$ cat config.mk
export PLATFORM = sky130hd
export DESIGN_NAME = axi_lite_param_regbank
export DESIGN_NICKNAME = d
export VERILOG_FILES = /design/src/rtl/axi_lite_param_regbank.sv
export SDC_FILE = /design/constraint.sdc
export NUM_CORES = 1
export LEC_CHECK = 0
export ABC_CLOCK_PERIOD_IN_PS = 3200
export CAP_MARGIN = 40
export CORE_MARGIN = 5
export CORE_UTILIZATION = 36
export DETAILED_ROUTE_END_ITERATION = 12
export PLACE_DENSITY = 0.65
export SKIP_LAST_GASP = 1
export SLEW_MARGIN = 20
export SYNTH_ARGS = -nofsm -noshare
export SYNTH_HDL_FRONTEND = slang
export SYNTH_SLANG_ARGS = --single-unit
$ cat constraint.sdc
create_clock -name S_AXI_CLK -period 3.2 [get_ports S_AXI_CLK]
set_input_delay 0.64 -clock S_AXI_CLK [delete_from_list [all_inputs] [get_ports S_AXI_CLK]]
set_output_delay 0.64 -clock S_AXI_CLK [all_outputs]
set_load 0.005 [all_outputs]
$ cat src/rtl/axi_lite_param_regbank.sv
// axi_lite_param_regbank: AXI4-Lite slave with NUM_CFG read/write config registers
// followed by NUM_STS read-only status words in a flat 32-bit word map.
//
// Ports:
//   S_AXI_CLK, S_AXI_ARESETN   clock and asynchronous active-low reset
//   S_AXI_AW*/W*/B*/AR*/R*     AXI4-Lite slave channels
//   cfg_o                      config register n on bits [32n+31:32n]
//   sts_i                      status word m, sampled at the read-address handshake
//   clr_i                      clr_i[n] clears the AUTOCLR_MASK bits of config register n
//   wr_pulse_o                 one-cycle strobe per config register on an AXI write
//
// Build option: define AXI_LITE_REGBANK_SLVERR_EN to answer status/out-of-range writes and
// out-of-range reads with SLVERR; otherwise BRESP/RRESP are always OKAY.
module axi_lite_param_regbank #(
    parameter int unsigned NUM_CFG      = 6,
    parameter int unsigned NUM_STS      = 2,
    parameter int unsigned ADDR_BITS    = 8,
    parameter logic [31:0] AUTOCLR_MASK = 32'h0
) (
    input  logic                                    S_AXI_CLK,
    input  logic                                    S_AXI_ARESETN,
    input  logic [31:0]                             S_AXI_AWADDR,
    input  logic                                    S_AXI_AWVALID,
    output logic                                    S_AXI_AWREADY,
    input  logic [31:0]                             S_AXI_WDATA,
    input  logic [3:0]                              S_AXI_WSTRB,
    input  logic                                    S_AXI_WVALID,
    output logic                                    S_AXI_WREADY,
    output logic [1:0]                              S_AXI_BRESP,
    output logic                                    S_AXI_BVALID,
    input  logic                                    S_AXI_BREADY,
    input  logic [31:0]                             S_AXI_ARADDR,
    input  logic                                    S_AXI_ARVALID,
    output logic                                    S_AXI_ARREADY,
    output logic [31:0]                             S_AXI_RDATA,
    output logic [1:0]                              S_AXI_RRESP,
    output logic                                    S_AXI_RVALID,
    input  logic                                    S_AXI_RREADY,
    output logic [NUM_CFG*32-1:0]                   cfg_o,
    input  logic [(NUM_STS == 0 ? 1 : NUM_STS)*32-1:0] sts_i,
    input  logic [NUM_CFG-1:0]                      clr_i,
    output logic [NUM_CFG-1:0]                      wr_pulse_o
);

`ifdef AXI_LITE_REGBANK_SLVERR_EN
    localparam bit SlvErrEn = 1'b1;
`else
    localparam bit SlvErrEn = 1'b0;
`endif

    localparam int unsigned NumWords = NUM_CFG + NUM_STS;

    typedef enum logic [1:0] {W_IDLE, W_WAIT_DATA, W_WAIT_ADDR, W_RESP} w_state_e;
    typedef enum logic {R_IDLE, R_DATA} r_state_e;

    w_state_e w_state_q, w_state_d;
    r_state_e r_state_q, r_state_d;

    logic [ADDR_BITS-1:0] awaddr_q;
    logic [31:0]          wdata_q;
    logic [3:0]           wstrb_q;
    logic [1:0]           bresp_q;
    logic [31:0]          rdata_q;
    logic [1:0]           rresp_q;

    // Effective write transaction at the edge entering W_RESP: each field comes either
    // from the bus (handshake this cycle) or from the latch (earlier handshake).
    logic                 wr_commit;
    logic [ADDR_BITS-1:0] wr_addr;
    logic [31:0]          wr_data;
    logic [3:0]           wr_strb;
    logic [31:0]          wr_lane_mask;
    int unsigned          wr_idx;
    int unsigned          rd_idx;

    logic unused_addr;
    assign unused_addr = ^{S_AXI_AWADDR[1:0], S_AXI_AWADDR[31:ADDR_BITS],
                           S_AXI_ARADDR[1:0], S_AXI_ARADDR[31:ADDR_BITS]};

    always_comb begin
        w_state_d     = w_state_q;
        S_AXI_AWREADY = 1'b0;
        S_AXI_WREADY  = 1'b0;
        S_AXI_BVALID  = 1'b0;
        wr_commit     = 1'b0;
        wr_addr       = awaddr_q;
        wr_data       = wdata_q;
        wr_strb       = wstrb_q;
        unique case (w_state_q)
            W_IDLE: begin
                S_AXI_AWREADY = 1'b1;
                S_AXI_WREADY  = 1'b1;
                if (S_AXI_AWVALID && S_AXI_WVALID) begin
                    w_state_d = W_RESP;
                    wr_commit = 1'b1;
                    wr_addr   = S_AXI_AWADDR[ADDR_BITS-1:0];
                    wr_data   = S_AXI_WDATA;
                    wr_strb   = S_AXI_WSTRB;
                end else if (S_AXI_AWVALID) begin
                    w_state_d = W_WAIT_DATA;
                end else if (S_AXI_WVALID) begin
                    w_state_d = W_WAIT_ADDR;
                end
            end
            W_WAIT_DATA: begin
                S_AXI_WREADY = 1'b1;
                if (S_AXI_WVALID) begin
                    w_state_d = W_RESP;
                    wr_commit = 1'b1;
                    wr_data   = S_AXI_WDATA;
                    wr_strb   = S_AXI_WSTRB;
                end
            end
            W_WAIT_ADDR: begin
                S_AXI_AWREADY = 1'b1;
                if (S_AXI_AWVALID) begin
                    w_state_d = W_RESP;
                    wr_commit = 1'b1;
                    wr_addr   = S_AXI_AWADDR[ADDR_BITS-1:0];
                end
            end
            W_RESP: begin
                S_AXI_BVALID = 1'b1;
                if (S_AXI_BREADY) w_state_d = W_IDLE;
            end
            default: w_state_d = W_IDLE;
        endcase
    end

    assign wr_idx       = 32'(wr_addr[ADDR_BITS-1:2]);
    assign rd_idx       = 32'(S_AXI_ARADDR[ADDR_BITS-1:2]);
    assign wr_lane_mask = {{8{wr_strb[3]}}, {8{wr_strb[2]}}, {8{wr_strb[1]}}, {8{wr_strb[0]}}};

    always_ff @(posedge S_AXI_CLK or negedge S_AXI_ARESETN) begin
        if (!S_AXI_ARESETN) begin
            w_state_q <= W_IDLE;
            awaddr_q  <= '0;
            wdata_q   <= '0;
            wstrb_q   <= '0;
            bresp_q   <= 2'b00;
        end else begin
            w_state_q <= w_state_d;
            if (S_AXI_AWVALID && S_AXI_AWREADY) awaddr_q <= S_AXI_AWADDR[ADDR_BITS-1:0];
            if (S_AXI_WVALID && S_AXI_WREADY) begin
                wdata_q <= S_AXI_WDATA;
                wstrb_q <= S_AXI_WSTRB;
            end
            if (wr_commit) bresp_q <= (SlvErrEn && (wr_idx >= NUM_CFG)) ? 2'b10 : 2'b00;
        end
    end

    assign S_AXI_BRESP = bresp_q;

    // Read mux as an OR chain; indices with no matching word fall through as zero.
    logic [31:0] rd_acc [NumWords+1];
    assign rd_acc[0] = '0;

    for (genvar n = 0; n < NUM_CFG; n++) begin : g_cfg
        logic [31:0] reg_q, reg_d;
        logic        hit, pulse_q;

        assign hit = wr_commit && (wr_idx == n);

        // Hardware clear first, then written lanes override, so masked bits in
        // enabled lanes take the written value and the rest clear.
        always_comb begin
            reg_d = reg_q;
            if (clr_i[n]) reg_d = reg_d & ~AUTOCLR_MASK;
            if (hit) reg_d = (reg_d & ~wr_lane_mask) | (wr_data & wr_lane_mask);
        end

        always_ff @(posedge S_AXI_CLK or negedge S_AXI_ARESETN) begin
            if (!S_AXI_ARESETN) begin
                reg_q   <= '0;
                pulse_q <= 1'b0;
            end else begin
                reg_q   <= reg_d;
                pulse_q <= hit;
            end
        end

        assign cfg_o[32*n +: 32] = reg_q;
        assign wr_pulse_o[n]     = pulse_q;
        assign rd_acc[n+1]       = rd_acc[n] | ((rd_idx == n) ? reg_q : 32'h0);
    end

    for (genvar m = 0; m < NUM_STS; m++) begin : g_sts
        assign rd_acc[NUM_CFG+m+1] = rd_acc[NUM_CFG+m] |
                                     ((rd_idx == NUM_CFG + m) ? sts_i[32*m +: 32] : 32'h0);
    end

    always_comb begin
        r_state_d     = r_state_q;
        S_AXI_ARREADY = 1'b0;
        S_AXI_RVALID  = 1'b0;
        unique case (r_state_q)
            R_IDLE: begin
                S_AXI_ARREADY = 1'b1;
                if (S_AXI_ARVALID) r_state_d = R_DATA;
            end
            R_DATA: begin
                S_AXI_RVALID = 1'b1;
                if (S_AXI_RREADY) r_state_d = R_IDLE;
            end
            default: r_state_d = R_IDLE;
        endcase
    end

    // Sampled with the pre-edge register values, so a read coinciding with a
    // write update returns the old contents.
    always_ff @(posedge S_AXI_CLK or negedge S_AXI_ARESETN) begin
        if (!S_AXI_ARESETN) begin
            r_state_q <= R_IDLE;
            rdata_q   <= '0;
            rresp_q   <= 2'b00;
        end else begin
            r_state_q <= r_state_d;
            if (S_AXI_ARVALID && S_AXI_ARREADY) begin
                rdata_q <= rd_acc[NumWords];
                rresp_q <= (SlvErrEn && (rd_idx >= NumWords)) ? 2'b10 : 2'b00;
            end
        end
    end

    assign S_AXI_RDATA = rdata_q;
    assign S_AXI_RRESP = rresp_q;

endmodule

==> impl_summary.log, run 1 <==
INFO  metric fmaxAchievable = 346.2 MHz
INFO  metric timing.critical_path.cells = inv_1 -> ha_1 -> o21ai_1 -> a32oi_1 -> a22oi_2 -> nand4_4 -> mux2_2
INFO  metric path_clk_slew = 60 ps
INFO  metric static-leakage-power = 0.007949 uW
INFO  metric boundaryPins = 416
INFO  metric route.antenna.remaining_nets = 0
INFO  metric worst_r2r_path_depth = 7
INFO  metric start_util = 36.15%
INFO  metric clockRootBuffer = sky130_fd_sc_hd__clkbuf_16
INFO  metric ys_seq_area_share = 53.92%
INFO  metric design.core.area = 0.03531 mm^2
INFO  metric clock-sinks = 275
INFO  metric finClkSkew = 16.38 ps
INFO  metric initialDrtViolationCount = 381
INFO  metric hpwlAfterDp = 30.39 mm
INFO  metric slew-limit-headroom = 54.96%
INFO  metric count_of_filler_cells_inserted_in_the_layout = 3,090
INFO  metric setup_total_negative_slack = 0 ps
INFO  metric post_synth_inst_count = 916
INFO  metric io_buffer_count = 353
INFO  metric cts-htree-levels = 1
INFO  metric async_flop_share = 100.0%
INFO  metric dp.cells = 1,710
INFO  metric routed-via-count = 9,830
INFO  metric postCtsHoldBufs = 0
INFO  metric cts-resized-gates = 0
INFO  metric grt_use_total = 21.70%
INFO  metric largest_net_degree_at_the_start_of_global_routing = 73
INFO  metric worst_path_largest_cell_delay = 640 ps
INFO  metric ys_warns = 0
INFO  metric floorplan.die.height = 198.3 um
INFO  metric largest_cells_by_area_after_synthesis = sky130_fd_sc_hd__dfrtp_1 54%, sky130_fd_sc_hd__mux2_2 21%, sky130_fd_sc_hd__a22oi_1 7.4%
INFO  metric fin_crit_sh = 90.26%
INFO  metric stdcell_count = 1,762
INFO  metric mappedNetlistArea = 0.01276 mm^2
INFO  metric final_nets = 1,461
INFO  metric ctsLongestPathBuffers = 3
INFO  metric wire_length_of_the_first_global_routing_pass = 65.53 mm
INFO  metric number_of_antenna_violations_at_the_first_check_in_global_routing = 2
INFO  metric post_cts_setup_repair_buffer_count = 0
INFO  metric area_share_of_the_largest_cell_type_after_synthesis = 53.92%
INFO  metric tritoncts.num_buffers = 29
INFO  metric finalMaxSlewViolations = 0
INFO  metric first_global_vias = 10,290
INFO  metric final_util = 51.37%
INFO  metric timing.final.setup_violations = 0
INFO  metric die-area = 0.03932 mm^2
INFO  metric max-cap-violations = 0
INFO  metric post_route_cells_drive_above_1_share = 28.54%
INFO  metric globalplace.congestion = 0.8362
INFO  metric regToRegStartpoint = w_state_q[1]$_DFFE_PN0P_
INFO  metric design_power_total = 14,150 uW
INFO  metric rsz0062_at_grt = false
INFO  metric synth_edf_count = 0
INFO  metric yosysTopAreaCell = sky130_fd_sc_hd__dfrtp_1
INFO  metric core.rowCount = 69
INFO  metric tritoncts = built
INFO  metric pre_cts_slack = 41.67 ps
INFO  metric grt-ovfl-total = 0
INFO  metric firstDrtPassIters = 5
INFO  metric die_w = 198.3 um
INFO  metric powerDensity = 780.2 mW/mm^2
INFO  metric worst_skew_pair.late_latency = 550 ps
INFO  metric yosys-top-cells-count = 275 x sky130_fd_sc_hd__dfrtp_1, 234 x sky130_fd_sc_hd__mux2_2, 126 x sky130_fd_sc_hd__a22oi_1
INFO  metric reg2reg_slack = 310 ps
INFO  metric synth.lib_cells_used.distinct = 44
INFO  metric timing.final.ws_setup = 311.6 ps
INFO  metric critPathLaunchType = register
INFO  metric data_arrival_critical_path = 3320 ps
INFO  metric post-synth-top-count-cell = sky130_fd_sc_hd__dfrtp_1
INFO  metric worst_slew_pin_slew = 675.6 ps
INFO  metric outcome = complete, no violations
INFO  metric average_wire_length_per_cell_after_detail_routing = 25.16 um
INFO  metric critPathCaptureType = register
INFO  metric synthFlopType = sky130_fd_sc_hd__dfrtp_1
INFO  metric route.final.wire_length = 44.34 mm
INFO  metric syn2layout_area_growth = 42.12%
INFO  metric holdCritPathClass = in2async
INFO  metric power.ir.vdd_worst = 0.0005010 V
INFO  metric synth.ff_latch_count = 275
INFO  metric route.detailed.drc = 0
INFO  metric critical_path_fanout_max = 8
INFO  metric critPathRequiredTime = 3630 ps
INFO  metric dr_vias_cell = 5.579
INFO  metric finalHoldViolCount = 0
INFO  metric avgSynthCellArea = 13.93 um^2
INFO  metric slowest_cell_on_the_critical_path = sky130_fd_sc_hd__a22oi_2
INFO  metric shortest_period_the_worst_path_allows = 2888 ps
INFO  metric timing.setup.critical_path_class = reg2reg
-- final cells by class --
cell class	instances	area, um^2	area share (%)
clock buffers	43	848.3	4.677
inverters	9	33.78	0.1862
multi-input cells	568	5608	30.91
flip-flops and latches	275	6882	37.94
well taps	461	576.8	3.180
clock inverters	8	70.07	0.3863
diodes	1	2.502	0.01380
repair buffers	397	4119	22.71
-- worst max-delay path, delay by kind of cell (launching register included) --
family	cells	cell delay, ps
simple gates	1	360
compound gates	3	1190
fa+ha+maj	1	290
buf+inv	1	100
mux	1	370
flops	1	460
-- power breakdown --
group | switching (uW) | total (uW) | internal [uW] | leakage, uW
logic | 2470 | 5550 | 3080 | 0.00381
registers | 828 | 5350 | 4520 | 0.00369
clock network | 1360 | 3260 | 1900 | 0.000450
-- logic make-up after synthesis --
kind of cell             after synthesis  share of synthesized area, %
flip-flops                           275                         53.92
buffers and inverters                 76                         2.980
multiplexers                         237                         20.88
other                                  1                       0.02938
adder cells (fa/ha/maj)                4                        0.3921
AND/OR/NAND/NOR                       66                         5.882
AO/OA/AOI/OAI                        257                         15.92
-- how the worst max path moves through the flow --
stage	endpoint	cells past startpoint	start	slack (ps)
2_1_floorplan	register	9	w_state_q[0]$_DFFE_PN0P_	860
3_3_place_gp	register	7	S_AXI_AWVALID	80
3_5_place_dp	register	7	S_AXI_AWVALID	40
4_1_cts	register	7	w_state_q[1]$_DFFE_PN0P_	330
5_1_grt	register	7	w_state_q[1]$_DFFE_PN0P_	190
6_report	register	7	w_state_q[1]$_DFFE_PN0P_	310
-- metrics by stage --
step | instance area (um^2) | hold WS [ps]
final | 18140 | 83.37
after global routing | 18140 | 107.3
after CTS | 18140 | 80.81
after detailed placement | 17220 | 465.6
after global placement | 17220 | 459.4
after floorplan | 12770 | 344.4
-- layout by cell type (no fill, tap or decap), types with 3 or more instances in the layout --
cell type	netlist	layout
sky130_fd_sc_hd__clkdlybuf4s50_1	0	352
sky130_fd_sc_hd__dfrtp_1	275	275
sky130_fd_sc_hd__mux2_2	234	234
sky130_fd_sc_hd__a22oi_1	126	126
sky130_fd_sc_hd__a22o_1	36	36
sky130_fd_sc_hd__a21o_1	32	32
sky130_fd_sc_hd__a41oi_1	31	31
sky130_fd_sc_hd__clkbuf_16	0	29
sky130_fd_sc_hd__nand4_4	24	24
sky130_fd_sc_hd__buf_4	14	24
sky130_fd_sc_hd__buf_12	0	20
sky130_fd_sc_hd__and3_1	10	9
sky130_fd_sc_hd__inv_1	9	9
sky130_fd_sc_hd__nor2_4	0	7
sky130_fd_sc_hd__clkbuf_1	29	7
sky130_fd_sc_hd__clkbuf_8	0	7
sky130_fd_sc_hd__o21ai_0	6	6
sky130_fd_sc_hd__nor2b_1	5	5
sky130_fd_sc_hd__clkinv_2	0	5
sky130_fd_sc_hd__a21oi_1	4	4
sky130_fd_sc_hd__ha_1	4	4
sky130_fd_sc_hd__conb_1	1	4
sky130_fd_sc_hd__nand2_1	4	3
sky130_fd_sc_hd__nand2b_1	3	3
sky130_fd_sc_hd__a31oi_1	3	3
sky130_fd_sc_hd__mux2i_1	3	3
-- routing by layer --
metal | vias up | track usage (%) | share of wire (%)
li1 | 4294 | - | -
met2 | 409 | 36.82 | 49
met4 | 2 | 7.167 | 3.2
met3 | 83 | 4.220 | 6.9
met1 | 5042 | 27.99 | 41
met5 | - | 0 | 0.029
No activity file was read; power rests on OpenSTA's default activity.
==> inputs of run 2 (changes only) <==
--- a/config.mk
+++ b/config.mk
@@ -7,6 +7,7 @@
 export LEC_CHECK = 0
 export ABC_CLOCK_PERIOD_IN_PS = 3200
 export CAP_MARGIN = 40
+export CORE_ASPECT_RATIO = 0.9
 export CORE_MARGIN = 5
 export CORE_UTILIZATION = 36
 export DETAILED_ROUTE_END_ITERATION = 12
==> impl_summary.log, run 2 (synthesis results as in run 1) <==
INFO  metric cts-htree-levels = 1 (unchanged)
INFO  metric placement.cell_area = 0.01728 mm^2 (+0.35%)
INFO  metric worst_slew_pin_slew = 786.9 ps (+111.3 ps)
INFO  metric timing.final.ws_setup = 306.9 ps (-4.683 ps)
INFO  metric pre_cts_slack = -75.19 ps (-116.9 ps)
INFO  metric design_power_total = 14,340 uW (+1.3%)
INFO  metric post_cts_setup_repair_buffer_count = 0 (unchanged)
INFO  metric largest_net_degree_at_the_start_of_global_routing = 97 (+33%)
INFO  metric regToRegStartpoint = w_state_q[1]$_DFFE_PN0P_
INFO  metric path_clk_slew = 60 ps (about the same)
INFO  metric io_buffer_count = 353 (unchanged)
INFO  metric globalplace.congestion = 0.8362 (unchanged)
INFO  metric fin_crit_sh = 90.41% (+0.15 points)
INFO  metric critPathLaunchType = register
INFO  metric slew-limit-headroom = 47.54% (-7.4 points)
INFO  metric core.rowCount = 65 (-5.8%)
INFO  metric multi_input_area = 0.005608 mm^2 (unchanged)
INFO  metric fmaxAchievable = 345.6 MHz (-0.16%)
INFO  metric start_util = 36.41% (+0.27 points)
INFO  metric grt-ovfl-total = 0 (unchanged)
INFO  metric finalMaxSlewViolations = 0 (unchanged)
INFO  metric die_w = 208.5 um (+5.1%)
INFO  metric route.final.wire_length = 44.58 mm (+0.54%)
INFO  metric most_frequent_cells_in_the_layout = 352 x sky130_fd_sc_hd__clkdlybuf4s50_1, 275 x sky130_fd_sc_hd__dfrtp_1, 234 x sky130_fd_sc_hd__mux2_2, 126 x sky130_fd_sc_hd__a22oi_1, 36 x sky130_fd_sc_hd__a22o_1
INFO  metric number_of_antenna_violations_at_the_first_check_in_global_routing = 3 (+1)
INFO  metric rsz0062_at_grt = false
INFO  metric final_design_area_no_fill = 0.01829 mm^2 (+0.83%)
INFO  metric post_route_cells_drive_above_1_share = 29.27% (+0.73 points)
INFO  metric critPathLaunch = w_state_q[1]$_DFFE_PN0P_
INFO  metric slowest_cell_on_the_critical_path = sky130_fd_sc_hd__a22oi_2
INFO  metric hpwlAfterDp = 31.47 mm (+3.6%)
INFO  metric dr_vias_cell = 5.554 (-0.44%)
INFO  metric routed-via-count = 9,853 (+0.23%)
INFO  metric wire_length_of_the_first_global_routing_pass = 66.97 mm (+2.2%)
INFO  metric shortest_period_the_worst_path_allows = 2893 ps (+4.683 ps)
INFO  metric grt_use_total = 21.78% (+0.086 points)
INFO  metric powerDensity = 784.1 mW/mm^2 (+0.50%)
INFO  metric timing.critical_path.cells = inv_1 -> ha_1 -> o21ai_1 -> a32oi_1 -> a22oi_2 -> nand4_4 -> mux2_2
INFO  metric die-area = 0.03932 mm^2 (about the same)
INFO  metric first_global_vias = 10,350 (+0.56%)
INFO  metric data_arrival_critical_path = 3310 ps (about the same)
INFO  metric route.antenna.remaining_nets = 0 (unchanged)
INFO  metric finalHoldViolCount = 0 (unchanged)
INFO  metric critPathCaptureType = register
INFO  metric average_wire_length_per_cell_after_detail_routing = 25.13 um (-0.14%)
INFO  metric cts-resized-gates = 0 (unchanged)
INFO  metric syn2layout_area_growth = 43.31%
INFO  metric clock-sinks = 275 (unchanged)
INFO  metric timing.final.setup_violations = 0 (unchanged)
INFO  metric count_of_filler_cells_inserted_in_the_layout = 3,047 (-1.4%)
INFO  metric setup_total_negative_slack = 0 ps (unchanged)
INFO  metric reg2reg_slack = 310 ps (about the same)
INFO  metric tritoncts.num_buffers = 29 (unchanged)
INFO  metric max-cap-violations = 0 (unchanged)
INFO  metric clockRootBuffer = sky130_fd_sc_hd__clkbuf_16
INFO  metric n_antenna_cell = 0 (-1)
INFO  metric critical_path_fanout_max = 8 (unchanged)
INFO  metric layout.cells.most_common = sky130_fd_sc_hd__clkdlybuf4s50_1
INFO  metric floorplan.die.height = 188.6 um (-4.9%)
INFO  metric finClkSkew = 18.46 ps (+2.079 ps)
INFO  metric holdCritPathClass = in2async
INFO  metric final_nets = 1,466 (+0.34%)
INFO  metric timing.hold.ws = 130.0 ps (+46.66 ps)
INFO  metric worst_skew_pair.late_latency = 540 ps (about the same)
INFO  metric firstDrtPassIters = 5 (unchanged)
INFO  metric initialDrtViolationCount = 571 (+50%)
INFO  metric power.ir.vdd_worst = 0.0004395 V (-12%)
INFO  metric static-leakage-power = 0.008030 uW (+1.0%)
INFO  metric worst_r2r_path_depth = 7 (unchanged)
INFO  metric outcome = complete, no violations
INFO  metric boundaryPins = 416 (unchanged)
INFO  metric design.core.area = 0.03505 mm^2 (-0.73%)
INFO  metric critPathRequiredTime = 3620 ps (about the same)
INFO  metric route.detailed.drc = 0 (unchanged)
INFO  metric postCtsHoldBufs = 0 (unchanged)
INFO  metric ff_latch_area = 0.006882 mm^2 (unchanged)
INFO  metric ctsLongestPathBuffers = 3 (unchanged)
INFO  metric worst_path_largest_cell_delay = 640 ps (about the same)
INFO  metric tritoncts = built
INFO  metric timing.setup.critical_path_class = reg2reg
-- run 2: cell count changes in the layout (fill, tap and decap cells not counted), moves of 2 or more --
cell / previous run / this run
sky130_fd_sc_hd__clkbuf_8: 7 / 11
sky130_fd_sc_hd__clkbuf_1: 7 / 1
sky130_fd_sc_hd__bufinv_16: 1 / 3
sky130_fd_sc_hd__buf_4: 24 / 28
-- run 2: layout make-up --
| type | count | share of cell area, % |
|---|---|---|
| sequential | 275 | 37.62 |
| multi-input combinational | 568 | 30.66 |
| timing repair buffer | 402 | 22.79 |
| clock buffer | 41 | 4.816 |
| tap | 469 | 3.208 |
| clock inverter | 10 | 0.7182 |
| inverter | 9 | 0.1847 |
-- run 2: power breakdown --
group	internal (uW)	total [uW]	switching, uW
registers	4520	5370	855
clock network	2140	3490	1350
logic	3020	5470	2450
-- run 2: how the worst min path moves through the flow --
| stage | from | to | slack [ps] | cells past startpoint |
|---|---|---|---|---|
| 6_report | S_AXI_ARESETN | async pin | 130 | 1 |
| 4_1_cts | S_AXI_ARESETN | async pin | 150 | 1 |
| 3_5_place_dp | S_AXI_RDATA[29]$_DFFE_PN0P_ | S_AXI_RDATA[29]$_DFFE_PN0P_ | 470 | 1 |
| 2_1_floorplan | S_AXI_ARESETN | S_AXI_RDATA[0]$_DFFE_PN0P_ | 340 | 0 |
| 5_1_grt | S_AXI_ARESETN | async pin | 180 | 1 |
| 3_3_place_gp | S_AXI_RDATA[25]$_DFFE_PN0P_ | S_AXI_RDATA[25]$_DFFE_PN0P_ | 460 | 1 |
-- run 2: per-stage QoR --
| step | instances | utilization, % |
|---|---|---|
| after floorplan | 919 | - |
| after global placement | 1723 | 49.30 |
| after detailed placement | 1723 | 49.30 |
| after CTS | 1774 | 52.18 |
| after global routing | 1774 | 52.18 |
| final | 1774 | 52.18 |
-- run 2: critical path: cells and delay by family, from the launching register on --
family / cells / cell delay, ps
compound gates: 3 / 1210
flops: 1 / 460
mux: 1 / 370
simple gates: 1 / 350
fa+ha+maj: 1 / 280
buf+inv: 1 / 100
-- run 2: per-layer routing --
metal,up-vias,global-route usage (%),routed length [um]
li1,4298,-,-
met1,5086,28.96,18960
met2,395,37.27,21630
met3,68,4.045,2944
met4,6,4.925,999
met5,-,0,44
